`src/rtl/sprite_rom_arbiter.sv`:
```
// -----------------------------------------------------------------------------
// sprite_rom_arbiter
//
// Shares one sprite ROM between four pixel-fetch requesters
// (0 Mario, 1 enemy, 2 block/tile, 3 coin/score). One read is granted per
// clock. Each accepted read carries a tag down a pipeline that matches the ROM
// latency. When the word comes back, it is handed to its owner with a one-hot
// strobe.
//
// Ports
//   clk        system clock
//   rst        asynchronous active-low reset
//   stall      1 = issue no new grants (in-flight reads still complete)
//   req        per-requester request, held until granted
//   sprite_id  4 x 6-bit frame id, requester k at [6k+5:6k]
//   offset     4 x 10-bit pixel index {y,x}, requester k at [10k+9:10k]
//   gnt        one-hot combinational grant for the current cycle
//   rom_en     registered ROM read enable
//   rom_addr   registered {sprite_id, offset} of the accepted request
//   rom_data   RGB444 word from the ROM
//   rd_valid   one-hot, one-cycle return strobe (registered)
//   rd_data    registered returned pixel word
//   busy       1 while any read is in flight
// -----------------------------------------------------------------------------
module sprite_rom_arbiter #(
  parameter int unsigned ROM_LAT    = 32'd2,
  parameter int unsigned MARIO_PRIO = 32'd1
) (
  input  logic        clk,
  input  logic        rst,
  input  logic        stall,
  input  logic [3:0]  req,
  input  logic [23:0] sprite_id,
  input  logic [39:0] offset,
  output logic [3:0]  gnt,
  output logic        rom_en,
  output logic [15:0] rom_addr,
  input  logic [11:0] rom_data,
  output logic [3:0]  rd_valid,
  output logic [11:0] rd_data,
  output logic        busy
);

  localparam bit PRIO_EN = (MARIO_PRIO == 32'd1);

  // Round-robin search: first set bit after ptr, wrapping; returns {found, idx}.
  function automatic logic [2:0] rr_pick(input logic [3:0] r, input logic [1:0] ptr);
    logic [2:0] res;
    logic [1:0] cand;
    res = 3'b000;
    for (int i = 1; i < 5; i++) begin
      cand = ptr + 2'(i);
      if (!res[2] && r[cand]) begin
        res = {1'b1, cand};
      end else begin
        res = res;
      end
    end
    return res;
  endfunction

  function automatic logic [3:0] onehot4(input logic [1:0] idx);
    return 4'b0001 << idx;
  endfunction

  function automatic logic [15:0] pick_addr(input logic [1:0] idx,
                                            input logic [23:0] sid,
                                            input logic [39:0] off);
    logic [15:0] a;
    case (idx)
      2'd0:    a = {sid[5:0],   off[9:0]};
      2'd1:    a = {sid[11:6],  off[19:10]};
      2'd2:    a = {sid[17:12], off[29:20]};
      2'd3:    a = {sid[23:18], off[39:30]};
      default: a = 16'h0000;
    endcase
    return a;
  endfunction

  logic [1:0]            rr_ptr_q, rr_ptr_d;
  logic                  last_was0_q, last_was0_d;
  logic                  rom_en_q, rom_en_d;
  logic [15:0]           rom_addr_q, rom_addr_d;
  logic [ROM_LAT:0]      tag_vld_q, tag_vld_d;
  logic [ROM_LAT:0][1:0] tag_idx_q, tag_idx_d;
  logic [3:0]            rd_valid_q, rd_valid_d;
  logic [11:0]           rd_data_q, rd_data_d;

  logic [3:0] gnt_s;
  logic [2:0] pick_s;
  logic       prio_s;
  logic       accept_s;
  logic [1:0] acc_idx_s;

  // Grant selection: Mario override first, then round-robin from rr_ptr+1.
  always_comb begin
    gnt_s  = 4'b0000;
    pick_s = 3'b000;
    prio_s = 1'b0;
    if (!rst || stall || (req == 4'b0000)) begin
      gnt_s = 4'b0000;
    end else if (PRIO_EN && req[0] && !last_was0_q) begin
      prio_s = 1'b1;
      gnt_s  = 4'b0001;
    end else begin
      // Right after a Mario grant, Mario only wins if nobody else is waiting.
      if (PRIO_EN && last_was0_q && ((req & 4'b1110) != 4'b0000)) begin
        pick_s = rr_pick(req & 4'b1110, rr_ptr_q);
      end else begin
        pick_s = rr_pick(req, rr_ptr_q);
      end
      gnt_s = pick_s[2] ? onehot4(pick_s[1:0]) : 4'b0000;
    end
  end

  assign accept_s  = |gnt_s;
  assign acc_idx_s = prio_s ? 2'd0 : pick_s[1:0];

  // Next-state: rotation pointer, issue registers, tag pipeline and return.
  always_comb begin
    rr_ptr_d    = rr_ptr_q;
    last_was0_d = 1'b0;
    rom_en_d    = 1'b0;
    rom_addr_d  = rom_addr_q;
    tag_vld_d   = {tag_vld_q[ROM_LAT-1:0], accept_s};
    tag_idx_d   = {tag_idx_q[ROM_LAT-1:0], (accept_s ? acc_idx_s : 2'b00)};
    rd_valid_d  = 4'b0000;
    rd_data_d   = rd_data_q;
    if (accept_s) begin
      // A Mario override grant leaves the rotation where it was, so the
      // other three still take turns in between Mario's fetches.
      rr_ptr_d    = prio_s ? rr_ptr_q : acc_idx_s;
      last_was0_d = (acc_idx_s == 2'd0);
      rom_en_d    = 1'b1;
      rom_addr_d  = pick_addr(acc_idx_s, sprite_id, offset);
    end else begin
      rr_ptr_d    = rr_ptr_q;
      last_was0_d = 1'b0;
    end
    if (tag_vld_q[ROM_LAT]) begin
      rd_valid_d = onehot4(tag_idx_q[ROM_LAT]);
      rd_data_d  = rom_data;
    end else begin
      rd_valid_d = 4'b0000;
      rd_data_d  = rd_data_q;
    end
  end

  // State registers; reset discards every in-flight tag.
  always_ff @(posedge clk or negedge rst) begin
    if (!rst) begin
      rr_ptr_q    <= 2'd3;
      last_was0_q <= 1'b0;
      rom_en_q    <= 1'b0;
      rom_addr_q  <= 16'h0000;
      tag_vld_q   <= '0;
      tag_idx_q   <= '0;
      rd_valid_q  <= 4'b0000;
      rd_data_q   <= 12'h000;
    end else begin
      rr_ptr_q    <= rr_ptr_d;
      last_was0_q <= last_was0_d;
      rom_en_q    <= rom_en_d;
      rom_addr_q  <= rom_addr_d;
      tag_vld_q   <= tag_vld_d;
      tag_idx_q   <= tag_idx_d;
      rd_valid_q  <= rd_valid_d;
      rd_data_q   <= rd_data_d;
    end
  end

  assign gnt      = gnt_s;
  assign rom_en   = rom_en_q;
  assign rom_addr = rom_addr_q;
  assign rd_valid = rd_valid_q;
  assign rd_data  = rd_data_q;
  assign busy     = rom_en_q | (|tag_vld_q);

endmodule

```
`config.mk`:
```
export PLATFORM = sky130hd
export DESIGN_NAME = sprite_rom_arbiter
export DESIGN_NICKNAME = d
export VERILOG_FILES = /design/src/rtl/sprite_rom_arbiter.sv
export SDC_FILE = /design/constraint.sdc
export NUM_CORES = 1
export LEC_CHECK = 0
export ABC_AREA = 1
export CAP_MARGIN = 30
export CORE_MARGIN = 2
export CORE_UTILIZATION = 40
export DETAILED_ROUTE_END_ITERATION = 12
export GPL_TIMING_DRIVEN = 1
export PLACE_DENSITY = 0.81
export SLEW_MARGIN = 20
export SYNTH_ARGS = -nofsm -noshare
export SYNTH_HDL_FRONTEND = slang
export SYNTH_SLANG_ARGS = --single-unit
```
`constraint.sdc`:
```
create_clock -name clk -period 3.9 [get_ports clk]
set_clock_uncertainty 0.1 [all_clocks]
set_input_delay 0.585 -clock clk [delete_from_list [all_inputs] [get_ports clk]]
set_output_delay 0.585 -clock clk [all_outputs]
set_load 0.05 [all_outputs]
```
### Word level (Yosys, flattened, before mapping)

Cells that the tools add are included.

* register bits after elaboration: 45
* output and inout port bits: 38
* logic and storage cells: 106

* $add $sub $neg: 3
* $lt $le $gt $ge: 4
* equal/unequal tests: 3
* shift operators: 2
* multiplexer cells: 58
* bitwise operators: 2
* reduce and logical (&&, ||, !) cells: 24

Operators with widths (count)
* two-way mux 3 bit: 29
* case mux 16 bit (4 select lines): 1
* binary-select mux 1 bit (select 2 bit): 8
* two-way mux 4 bit: 4
* < comparator 2 x 3 -> 1 bit (second input constant): 4
* two-way mux 1 bit: 12
* logical AND 1 bit: 8
* zero test 1 bit: 8
* two-way mux 2 bit: 4
* << shifter 1 x 2 -> 4 bit (first input constant): 2
* adder 2 bit (second input constant): 2
* equality test 2 bit (second input constant): 2
* zero test 4 bit: 1
* nonzero test 4 bit: 1
* OR reduction 4 bit: 1
* OR reduction 3 bit: 1
* adder 2 x 1 -> 2 bit (second input constant): 1
* equality test 2 x 1 -> 1 bit (second input constant): 1
* zero test 2 bit: 1
* logical OR 1 bit: 2
* AND reduction 2 bit: 1
* NOT 1 bit: 1
* OR 1 bit: 1

### Logic depth before layout (Yosys ltp)

* depth after elaboration: 31
* gate-level depth with buffers: 20
* depth with buffers taken out: 17

### Worst setup path before layout

Ideal clock, no wire load.

* path kind: register -> output
* start point: register rr_ptr_q[0]
* end point: output gnt[0]
* arrival: 2.793 ns
* data required time: 3.215 ns
* slack: 0.422 ns
* cell stages (with the launch flop): 18
* path buffers: 3
* path through: dfstp_2 buf_6 inv_2 buf_6 nand2_1 nand2_2 nand2_2 nand2_2 nor2_2 nand3_1 nand2_1 inv_1 nand2_2 nand2_4 nand2_4 buf_6 inv_2 nor3_1

* cells in the longest elaborated chain, start to end: 29

RTL lines
* start: declaration: RTL line 80 `logic [1:0] rr_ptr_q, rr_ptr_d;`
* start signal: assignment: RTL line 161 `rr_ptr_q <= rr_ptr_d;`
* adder 2 x 1 -> 2 bit: RTL line 52 `cand = ptr + 2'(i);`
* binary-select mux 1 bit (select 2 bit): RTL line 53 `if (!res[2] && r[cand]) begin`
* two-way mux 1 bit (implied by the code): RTL line 53
* two-way mux 3 bit: RTL line 53
* two-way mux 3 bit: RTL line 107 `if (PRIO_EN && last_was0_q && ((req & 4'b1110) != 4'b0000)) begin`
* two-way mux 3 bit: RTL line 102 `end else if (PRIO_EN && req[0] && !last_was0_q) begin`
* two-way mux 3 bit: RTL line 100 `if (!rst || stall || (req == 4'b0000)) begin`
* zero test 1 bit: RTL line 53
* (+13 left out)
* two-way mux 3 bit: RTL line 53
* two-way mux 3 bit *: RTL line 107
* two-way mux 3 bit *: RTL line 102
* two-way mux 3 bit *: RTL line 100
* << shifter 1 x 2 -> 4 bit: RTL line 63 `return 4'b0001 << idx;`
* two-way mux 4 bit *: RTL line 112 `gnt_s = pick_s[2] ? onehot4(pick_s[1:0]) : 4'b0000;`
* two-way mux 4 bit *: RTL line 102
* two-way mux 4 bit *: RTL line 100
* end: declaration: RTL line 35 `output logic [3:0] gnt,`

Every way passes the cells marked *; elsewhere a longest branch is shown, timed or not. The select of a mux whose other input is x is not followed.

### Final worst setup path

Same ends and word-level chain as after synthesis.

==> impl_metrics.yaml <==
run_status:
  status: "completed"
die:
  die_width_um: 88.2
  pin_count: 121
  start_util: 0.415
  dieArea_mm2: 0.00778
  rows: 30
  die_h_um: 88.2
  coreArea_mm2: 0.00683
setup_path:
  cp_max_fo: 34
  critPathCapture: "gnt[0]"
  startpoint: "rr_ptr_q[0]"
  crit_type: "flop to output pin"
  reg2reg_to: "rom_addr[3]"
  r2r_setup_slack_ps: 1080
  reg2regPathDepth: 18
  critPathRequiredTime_ps: 3210
  critPathLaunchType: "flop"
  crit_arrival_ps: 2710
  setup.worst_path.end_class: "output pin"
  rr_startpoint: "rr_ptr_q[0]"
sta:
  max_clock_freq_mhz: 294
  finalMaxSlewViolations: 0
  tightest_slew_ps: 543
  layout_min_cycle_time_ps: 3400
  relSlewSlack: 0.638
  finalHoldViolCount: 0
  rsz0062_at_grt: "no"
  setup-tns-final_ps: 0
  setup_viol: 0
  period_share: 0.872
power_and_ir_drop:
  p_per_area_mw_per_mm2: 568
  power.leakage_nw: 2.15
  ir_drop_mv: 0.401
finish:
  final_layout_size_suffix_gt1_frac: 0.0802
  multiInputGateArea_mm2: 0.00136
  stdcell_count: 620
  seqCellArea_mm2: 0.00110
  nets: 606
  fillCellCount: 621
  syn2layout_area_growth_pct: 47.5
  num_antenna_cells: 0
cts:
  h-tree-depth: 2
  cts.clk_slew.worst_paths_ps: 80
  cts_made_buffers: 5
  clk_latency_ps: 290
  cts_tree: "built"
  root_buffer: "clkbuf_8"
  postCtsSetupBuffers: 0
  ctsResizeCount: 0
  clock-sinks: 44
  cts-hold-fix-buffers: 0
  clockBufferDepth: 2
synthesis:
  syn_area_mm2: 0.00284
  syn_nets: 496
  synthCells: 413
  ys_ff_latch: 44
  synth-seq-area-share: 0.389
  syn_area_per_cell_um2: 6.86
  ys_warn_count: 0
  ys_types: 24
placement:
  place_congestion: 0.918
  port_buffers: 120
  dpl.hpwl_um: 6110
  dp.cells: 612
grt:
  grt_first_pass_wirelength_um: 12500
  grt_util_all_layers: 0.206
  grt_pass1_vias: 2737
  antenna_found_initial: 0
  grt_max_degree: 49
  grt_overflow: 0
route:
  drtIter0Drc: 152
  wl_um: 7980
  vias_per_cell: 4.88
  drc_errors: 0
  wl_per_cell_um: 12.9
  via_count: 3024
  drtAntennaViolNets: 0
  drt_pass1_iterations: 4
min_path:
  hold_start: "tag_idx_d[3]"
  min_path_type: "flop to flop"
job:
  max_cap_viol_count: 0
layer usage:
| metal | GRT usage | vias to the layer above | part of all wire |
|---|---|---|---|
| met5 | 0 | - | 0 |
| met3 | 0.0349 | 13 | 0.062 |
| met1 | 0.270 | 1376 | 0.44 |
| li1 | - | 1524 | - |
| met4 | 0.0744 | 0 | 0.024 |
| met2 | 0.342 | 111 | 0.48 |
final cells by class:
cell class | count | area share
multi-input combinational | 287 | 0.325
timing repair buffer | 126 | 0.303
sequential | 44 | 0.264
inverter | 59 | 0.0529
tap | 96 | 0.0287
clock buffer | 6 | 0.0173
clock inverter | 2 | 0.00838
kinds of logic after synthesis:
family                 after synthesis  synth area share
and+or+nand+nor                    277             0.462
buffers and inverters               82             0.131
DFF                                 44             0.389
AOI/OAI and AO/OA                   10            0.0185
critical path: stages (launching register included):
cell and delay (ps):
dfstp_2 640, inv_2 130, nand2_1 150, nand2_1 80
nand2_1 80, nand2_2 70, nor2_2 120, nand3_1 80
nand2_1 60, inv_1 40, nand2_2 70, nand2_4 200
nand2_4 190, inv_2 70, nor3_1 190, buf_4 230
layout by cell type, fill, tap and decap left out, types with 11 or more instances in the layout:
master / count
nand3_1: 39
nand3b_1: 16
nand2_1: 157
dfrtp_1: 42
inv_1: 50
clkdlybuf4s50_1: 115
nand4_1: 33
nor2_1: 11
through the flow:
stage / hold WS, ps / util / power, W / setup slack, ps / cell area (µm²)
final: 256 / 0.612 / 0.00238 / 501 / 4180
after global routing: 263 / 0.612 / 0.00255 / 299 / 4180
after CTS: 261 / 0.612 / 0.00238 / 527 / 4180
after detailed placement: 242 / 0.597 / 0.00204 / 538 / 4080
after global placement: 233 / 0.597 / 0.00202 / 610 / 4080
after floorplan: 189 / - / 0.00170 / 422 / 2840
synthesized netlist by cell type, drive strengths merged:
library cell | n | area (µm²)
o21bai | 1 | 7.51
buf | 16 | 123
nand3 | 41 | 215
inv | 57 | 214
dfstp | 2 | 52.6
nand2 | 167 | 667
nor2 | 13 | 53.8
nand4 | 33 | 206
nor3 | 7 | 46.3
o21ai | 6 | 30.0
a21oi | 3 | 15.0
clkinv | 2 | 7.51
clkbuf | 7 | 26.3
nand3b | 16 | 120
dfrtp | 42 | 1050
worst min-delay path by stage:
stage	endpoint	cells after the start	slack [ps]
after floorplan	last_was0_q	0	190
after global placement	tag_idx_d[4]	0	230
after detailed placement	tag_idx_d[5]	0	240
after CTS	tag_idx_d[5]	0	260
after global routing	tag_idx_d[5]	0	260
final	tag_idx_d[5]	0	260
flip-flops by register name, indices dropped and copies added (netlist names):
| register | flops |
|---|---|
| rom_addr | 16 |
| rd_data | 12 |
| rd_valid | 4 |
| tag_idx_d | 4 |
| tag_vld_q | 3 |
| rr_ptr_q | 2 |
| tag_idx_q | 2 |
| last_was0_q | 1 |
power by group:
group	leakage [nW]	switching [W]	internal, W
combinational	1.54	0.000971	0.000448
clock	0.0552	0.000148	0.000190
sequential	0.555	0.0000656	0.000554
No activity file was read; power rests on OpenSTA's default activity.
